**src/rtl/hazard_scoreboard.sv**
```systemverilog
// hazard_scoreboard: producer-side hazard tracker beside the ID/EX registers.
// Tracks in-flight register writers (ID issue -> WB commit) and loads in
// EX/MEM. Raises stall/bubble controls for load-use, multi-cycle EX ops and
// writer-count saturation.
// Ports:
//   aclk, aresetn                      clock, async active-low reset
//   id_valid, id_flush                 ID instruction present / killed
//   id_rj/rk/rd_no, id_rj/rk/rd_re     ID register numbers and read enables
//   id_we, id_is_load, id_is_multi     ID instruction attributes
//   ex_finish                          multi-cycle EX op completes
//   wb_we, wb_rd_no                    WB register commit
//   stall_id, stall_ex, bubble_ex      pipeline controls (combinational)
//   id_fire, ex_busy                   issue strobe, multi-cycle op in flight
//   err_timeout, err_underflow         sticky error flags
module hazard_scoreboard #(
  parameter int unsigned NREG        = 32,
  parameter int unsigned REG_W       = 5,
  parameter int unsigned CNT_W       = 2,
  parameter int unsigned TIMEOUT_CYC = 64
) (
  input  logic             aclk,
  input  logic             aresetn,
  input  logic             id_valid,
  input  logic             id_flush,
  input  logic [REG_W-1:0] id_rj_no,
  input  logic [REG_W-1:0] id_rk_no,
  input  logic [REG_W-1:0] id_rd_no,
  input  logic             id_rj_re,
  input  logic             id_rk_re,
  input  logic             id_rd_re,
  input  logic             id_we,
  input  logic             id_is_load,
  input  logic             id_is_multi,
  input  logic             ex_finish,
  input  logic             wb_we,
  input  logic [REG_W-1:0] wb_rd_no,
  output logic             stall_id,
  output logic             stall_ex,
  output logic             bubble_ex,
  output logic             id_fire,
  output logic             ex_busy,
  output logic             err_timeout,
  output logic             err_underflow
);

  localparam int unsigned TO_W = $clog2(TIMEOUT_CYC + 1);
  localparam logic [CNT_W-1:0] CNT_MAX = '1;

  typedef enum logic {
    IDLE = 1'b0,
    BUSY = 1'b1
  } state_e;

  state_e           state;
  logic [TO_W-1:0]  to_cnt;

  logic             ld_ex_v;
  logic [REG_W-1:0] ld_ex_rd;
  logic             ld_mem_v;
  logic [REG_W-1:0] ld_mem_rd;

  logic [CNT_W-1:0] pend_cnt [NREG];
  logic [NREG-1:0]  inc_vec;
  logic [NREG-1:0]  dec_vec;

  logic             load_haz;
  logic             sat_haz;
  logic             wb_dec;

  // A source hits a tracker only when read, nonzero and the tracker is valid.
  function automatic logic src_hit(input logic re, input logic [REG_W-1:0] src,
                                   input logic vld, input logic [REG_W-1:0] trk);
    return re && (src != '0) && vld && (src == trk);
  endfunction

  // Load-use: a load in EX or MEM has no forwardable data yet.
  always_comb begin
    load_haz = src_hit(id_rj_re, id_rj_no, ld_ex_v,  ld_ex_rd)
             | src_hit(id_rk_re, id_rk_no, ld_ex_v,  ld_ex_rd)
             | src_hit(id_rd_re, id_rd_no, ld_ex_v,  ld_ex_rd)
             | src_hit(id_rj_re, id_rj_no, ld_mem_v, ld_mem_rd)
             | src_hit(id_rk_re, id_rk_no, ld_mem_v, ld_mem_rd)
             | src_hit(id_rd_re, id_rd_no, ld_mem_v, ld_mem_rd);
  end

  assign wb_dec  = wb_we & (wb_rd_no != '0);

  // A same-cycle commit to rd frees a slot, so the writer need not wait.
  assign sat_haz = id_we & (id_rd_no != '0) & (pend_cnt[id_rd_no] == CNT_MAX)
                 & ~(wb_dec & (wb_rd_no == id_rd_no));

  // Outputs are combinational; aresetn gating keeps them all low in reset.
  assign ex_busy   = (state == BUSY);
  assign stall_ex  = aresetn & ex_busy & ~ex_finish;
  assign stall_id  = aresetn & id_valid & ~id_flush & (load_haz | sat_haz | stall_ex);
  assign id_fire   = aresetn & id_valid & ~id_flush & ~stall_id;
  assign bubble_ex = aresetn & ~stall_ex & ~id_fire;

  // One-hot increment/decrement requests; bit 0 is never set.
  always_comb begin
    inc_vec = '0;
    dec_vec = '0;
    if (id_fire && id_we && (id_rd_no != '0)) inc_vec[id_rd_no] = 1'b1;
    if (wb_dec) dec_vec[wb_rd_no] = 1'b1;
  end

  // Multi-cycle EX FSM with saturating timeout counter.
  always_ff @(posedge aclk or negedge aresetn) begin
    if (!aresetn) begin
      state       <= IDLE;
      to_cnt      <= '0;
      err_timeout <= 1'b0;
    end else if (state == IDLE) begin
      if (id_fire && id_is_multi) begin
        state  <= BUSY;
        to_cnt <= '0;
      end
    end else begin
      if (ex_finish) state <= IDLE;
      if (to_cnt != TO_W'(TIMEOUT_CYC)) to_cnt <= to_cnt + TO_W'(1);
      if (to_cnt == TO_W'(TIMEOUT_CYC - 1)) err_timeout <= 1'b1;
    end
  end

  // Load trackers follow the EX/MEM pipeline and freeze with it.
  always_ff @(posedge aclk or negedge aresetn) begin
    if (!aresetn) begin
      ld_ex_v   <= 1'b0;
      ld_ex_rd  <= '0;
      ld_mem_v  <= 1'b0;
      ld_mem_rd <= '0;
    end else if (!stall_ex) begin
      ld_mem_v  <= ld_ex_v;
      ld_mem_rd <= ld_ex_rd;
      ld_ex_v   <= id_fire & id_is_load & id_we & (id_rd_no != '0);
      ld_ex_rd  <= id_rd_no;
    end
  end

  // Pending-writer counters; a balanced inc/dec leaves the count alone.
  always_ff @(posedge aclk or negedge aresetn) begin
    if (!aresetn) begin
      for (int unsigned r = 0; r < NREG; r++) pend_cnt[r] <= '0;
      err_underflow <= 1'b0;
    end else begin
      for (int unsigned r = 0; r < NREG; r++) begin
        if (inc_vec[r] && !dec_vec[r]) begin
          pend_cnt[r] <= pend_cnt[r] + CNT_W'(1);
        end else if (dec_vec[r] && !inc_vec[r] && (pend_cnt[r] != '0)) begin
          pend_cnt[r] <= pend_cnt[r] - CNT_W'(1);
        end
      end
      if (wb_dec && !inc_vec[wb_rd_no] && (pend_cnt[wb_rd_no] == '0)) begin
        err_underflow <= 1'b1;
      end
    end
  end

endmodule

```
**config.mk**
```make
export PLATFORM = sky130hd
export DESIGN_NAME = hazard_scoreboard
export DESIGN_NICKNAME = d
export VERILOG_FILES = /design/src/rtl/hazard_scoreboard.sv
export SDC_FILE = /design/constraint.sdc
export NUM_CORES = 1
export LEC_CHECK = 0
export CAP_MARGIN = 20
export CORE_MARGIN = 4
export CORE_UTILIZATION = 52
export CTS_CLUSTER_DIAMETER = 50
export DETAILED_ROUTE_END_ITERATION = 8
export DONT_BUFFER_PORTS = 1
export PLACE_DENSITY = 0.67
export SYNTH_ARGS = -nofsm -noshare
export SYNTH_HDL_FRONTEND = slang
export SYNTH_SLANG_ARGS = --single-unit
```
**constraint.sdc**
```tcl
create_clock -name aclk -period 3.3 [get_ports aclk]
set_clock_uncertainty 0.1 [all_clocks]
set_input_delay 0.33 -clock aclk [delete_from_list [all_inputs] [get_ports aclk]]
set_output_delay 0.33 -clock aclk [all_outputs]
set_load 0.01 [all_outputs]
```
==> results.toml <==
[worst_setup_path]
rr_endpoint = "pend_cnt[2]"
cp_data_arrival_time_ns = 3.23
cp-start-kind = "flip-flop"
path_class = "flip-flop to flip-flop"
path_max_fanout = 72
rr_startpoint = "ld_ex_rd[0]"
cp.required_ns = 3.43
reg2reg_depth = 9
rrSetupSlack_ns = 0.20
worstSetupEndpointType = "flip-flop"

[floorplanning]
die_area_mm2 = 0.0142
core_mm2 = 0.0121
die_h_um = 119
num_rows = 40
pin_count = 39
initial_core_util_pct = 53.1
die_w_um = 119

[sta]
setup_viol = 0
drv_slew = 0
whs_ns = 0.0140
setup_tns_ns = 0
slew_headroom_pct = 54.5
fin_crit_sh_pct = 93.9
min_period_ns = 3.10
tightestPinTransition_ns = 0.680
setup_ws_ns = 0.200
hold_viol = 0
clock.fmax_ghz = 0.323
rsz0062_at_grt = "false"

[detailed_routing]
drt-vias-per-instance = 6.66
drt_iter0_markers = 659
final_antenna_net_count = 0
vias = 5950
drc = 0
totalWireLength_um = 18100
drtPass1Iterations = 5
wl_per_cell_um = 20.3

[layout]
mostFrequentLayoutCells = "nor2_1, dfrtp_1, nand2_1"
finalNetCount = 754
n_antenna_cell = 0
final_cells = 893
syn_to_final_growth_pct = 8.10
layout.cells.most_common = "nor2_1"
drive_gt1_share_pct = 8.97

[synth]
yosys.area_share.simple_pct = 26.5
syn_area_mm2 = 0.00641
ys_ff_latch = 86
async_flop_share_pct = 100
synthXorXnorAreaFrac_pct = 8.34
synth_top_cell_by_area = "dfrtp_1"
synth-compound-area-share_pct = 19.5
yosysSeqAreaShare_pct = 33.6
netlist.area_leader.share_pct = 33.6
syn_inst = 741
synth_area_leaders = "dfrtp_1, xor2_1, nor2_1"
synthMuxAreaShare_pct = 7.50
synth_edf_count = 0
synthAdderAreaFrac_pct = 0.390
yosys_warnings = 0
syn_area_per_cell_um2 = 8.65
ys.flop_type = "dfrtp_1"
netlist-cell-type-count = 65
synth_top_family_by_area = "simple AND/OR/NAND/NOR gates"
synth_nets = 775

[global_routing]
grt_use_total_pct = 25.9
grt_max_degree = 87
antenna_found_initial = 0
grt_pass1_vias = 5734
grt_pass1_wl_um = 29600
grt_overflow = 0

[placement]
pre_cts_ws_ns = 0.142
dp_cells = 874
post-dp-hpwl_um = 12200
numPortBuffers = 0
gp_congestion = 0.898

[worst_hold_path]
min_from = "id_is_load"
hold_end = "ld_ex_v"
worstHoldPathCells = 1
hp-class = "input port to flip-flop"

[clock_tree]
clkSinkCount = 86
clkSlewWorstSetupHoldPaths_ns = 0.06
cts_tree = "built"
clk_latency_ns = 0.35
htreeDepth = 3
numCtsBuffers = 9
cts_buffer_depth = 2
cts-root-buf = "clkbuf_16"
post_cts_buffers = 0

[power]
p_leak_nw = 2.83
power_w = 0.00281
power.density_mw_per_mm2 = 405
ir_worst_vdd_mv = 0.336

[outcome]
status = "complete, no violations"

[job]
maxCapViolCount = 0
## cell type report
| cell class | instances | area [um2] |
|---|---|---|
| inverter | 13 | 48.8 |
| clock buffer | 13 | 270 |
| timing repair buffer | 14 | 155 |
| multi-input combinational | 596 | 4030 |
| sequential | 86 | 2150 |
| clock inverter | 3 | 65.1 |
| tap | 168 | 210 |
| fill | 1073 | 5130 |
## cells in the mapped netlist (all sizes together), types with 16 or more instances
library cell  number
a22oi             19
o21ai             21
nor4              40
a21oi             20
clkbuf            16
xnor2             22
nand2             55
o22a              19
nand3             22
xor2              39
nor2              87
dfrtp             86
buf               30
nor3              40
mux2i             21
## power by group
group	internal [W]	leakage (nW)	total [W]	switching (W)
Clock	0.000725	0.166	0.00115	0.000424
Sequential	0.00114	1.13	0.00125	0.000116
Combinational	0.000188	1.53	0.000405	0.000217
## kinds of logic after synthesis
| logic type | count (synthesis) |
|---|---|
| AO/OA/AOI/OAI | 168 |
| XOR/XNOR | 61 |
| adder cells (fa/ha/maj) | 2 |
| buffers and inverters | 59 |
| flip-flops | 86 |
| multiplexers | 39 |
| AND/OR/NAND/NOR | 326 |
## flip-flops by register name, summed over array words and instances, names as in the netlist
register,count
err_timeout,1
ld_mem_rd,5
ld_ex_v,1
to_cnt,7
err_underflow,1
ex_busy,1
pend_cnt,64
ld_mem_v,1
ld_ex_rd,5
## worst max path at each step
stage / startpoint / to / slack, ns
final: ld_ex_rd[0] / pend_cnt[2] / 0.20
after global routing: ld_mem_rd[0] / pend_cnt[30] / 0.007
after CTS: ld_mem_rd[0] / id_fire / 0.05
after detailed placement: id_rj_no[1] / pend_cnt[2] / 0.14
after global placement: id_rj_no[1] / pend_cnt[2] / 0.15
after floorplan: id_rd_no[1] / pend_cnt[32] / 0.41
## metal layers
layer | wire length, um | up-vias | GRT usage, %
met5 | 0 | - | 0
met4 | 723 | 0 | 11.9
met3 | 1220 | 53 | 4.46
met2 | 8270 | 231 | 40.4
met1 | 7880 | 2924 | 35.1
li1 | - | 2742 | -
## through the flow
stage / util, % / cell area (um2)
after floorplan: - / 6410
after global placement: 54.0 / 6510
after detailed placement: 54.0 / 6510
after CTS: 57.2 / 6900
after global routing: 57.4 / 6930
final: 57.4 / 6930
## worst max-delay path, stage by stage (launching register included)
cell      delay [ns]
dfrtp_1         0.45
xnor2_1         0.16
and2_1          0.15
a32oi_1         0.16
o22ai_1         0.13
or4_2           0.67
buf_12          0.24
or4_4           0.57
a311oi_1        0.26
a21oi_1         0.06
## what timing repair did
| item | in CTS | in global routing |
|---|---|---|
| hold buffers | 3 | 0 |
| resized for setup | 1 | 4 |
| endpoints found under the setup margin | 2 | 3 |
| endpoints found under the hold margin | 87 | 0 |
| pin swaps | 0 | 1 |
No activity file was read; power rests on OpenSTA's default activity.
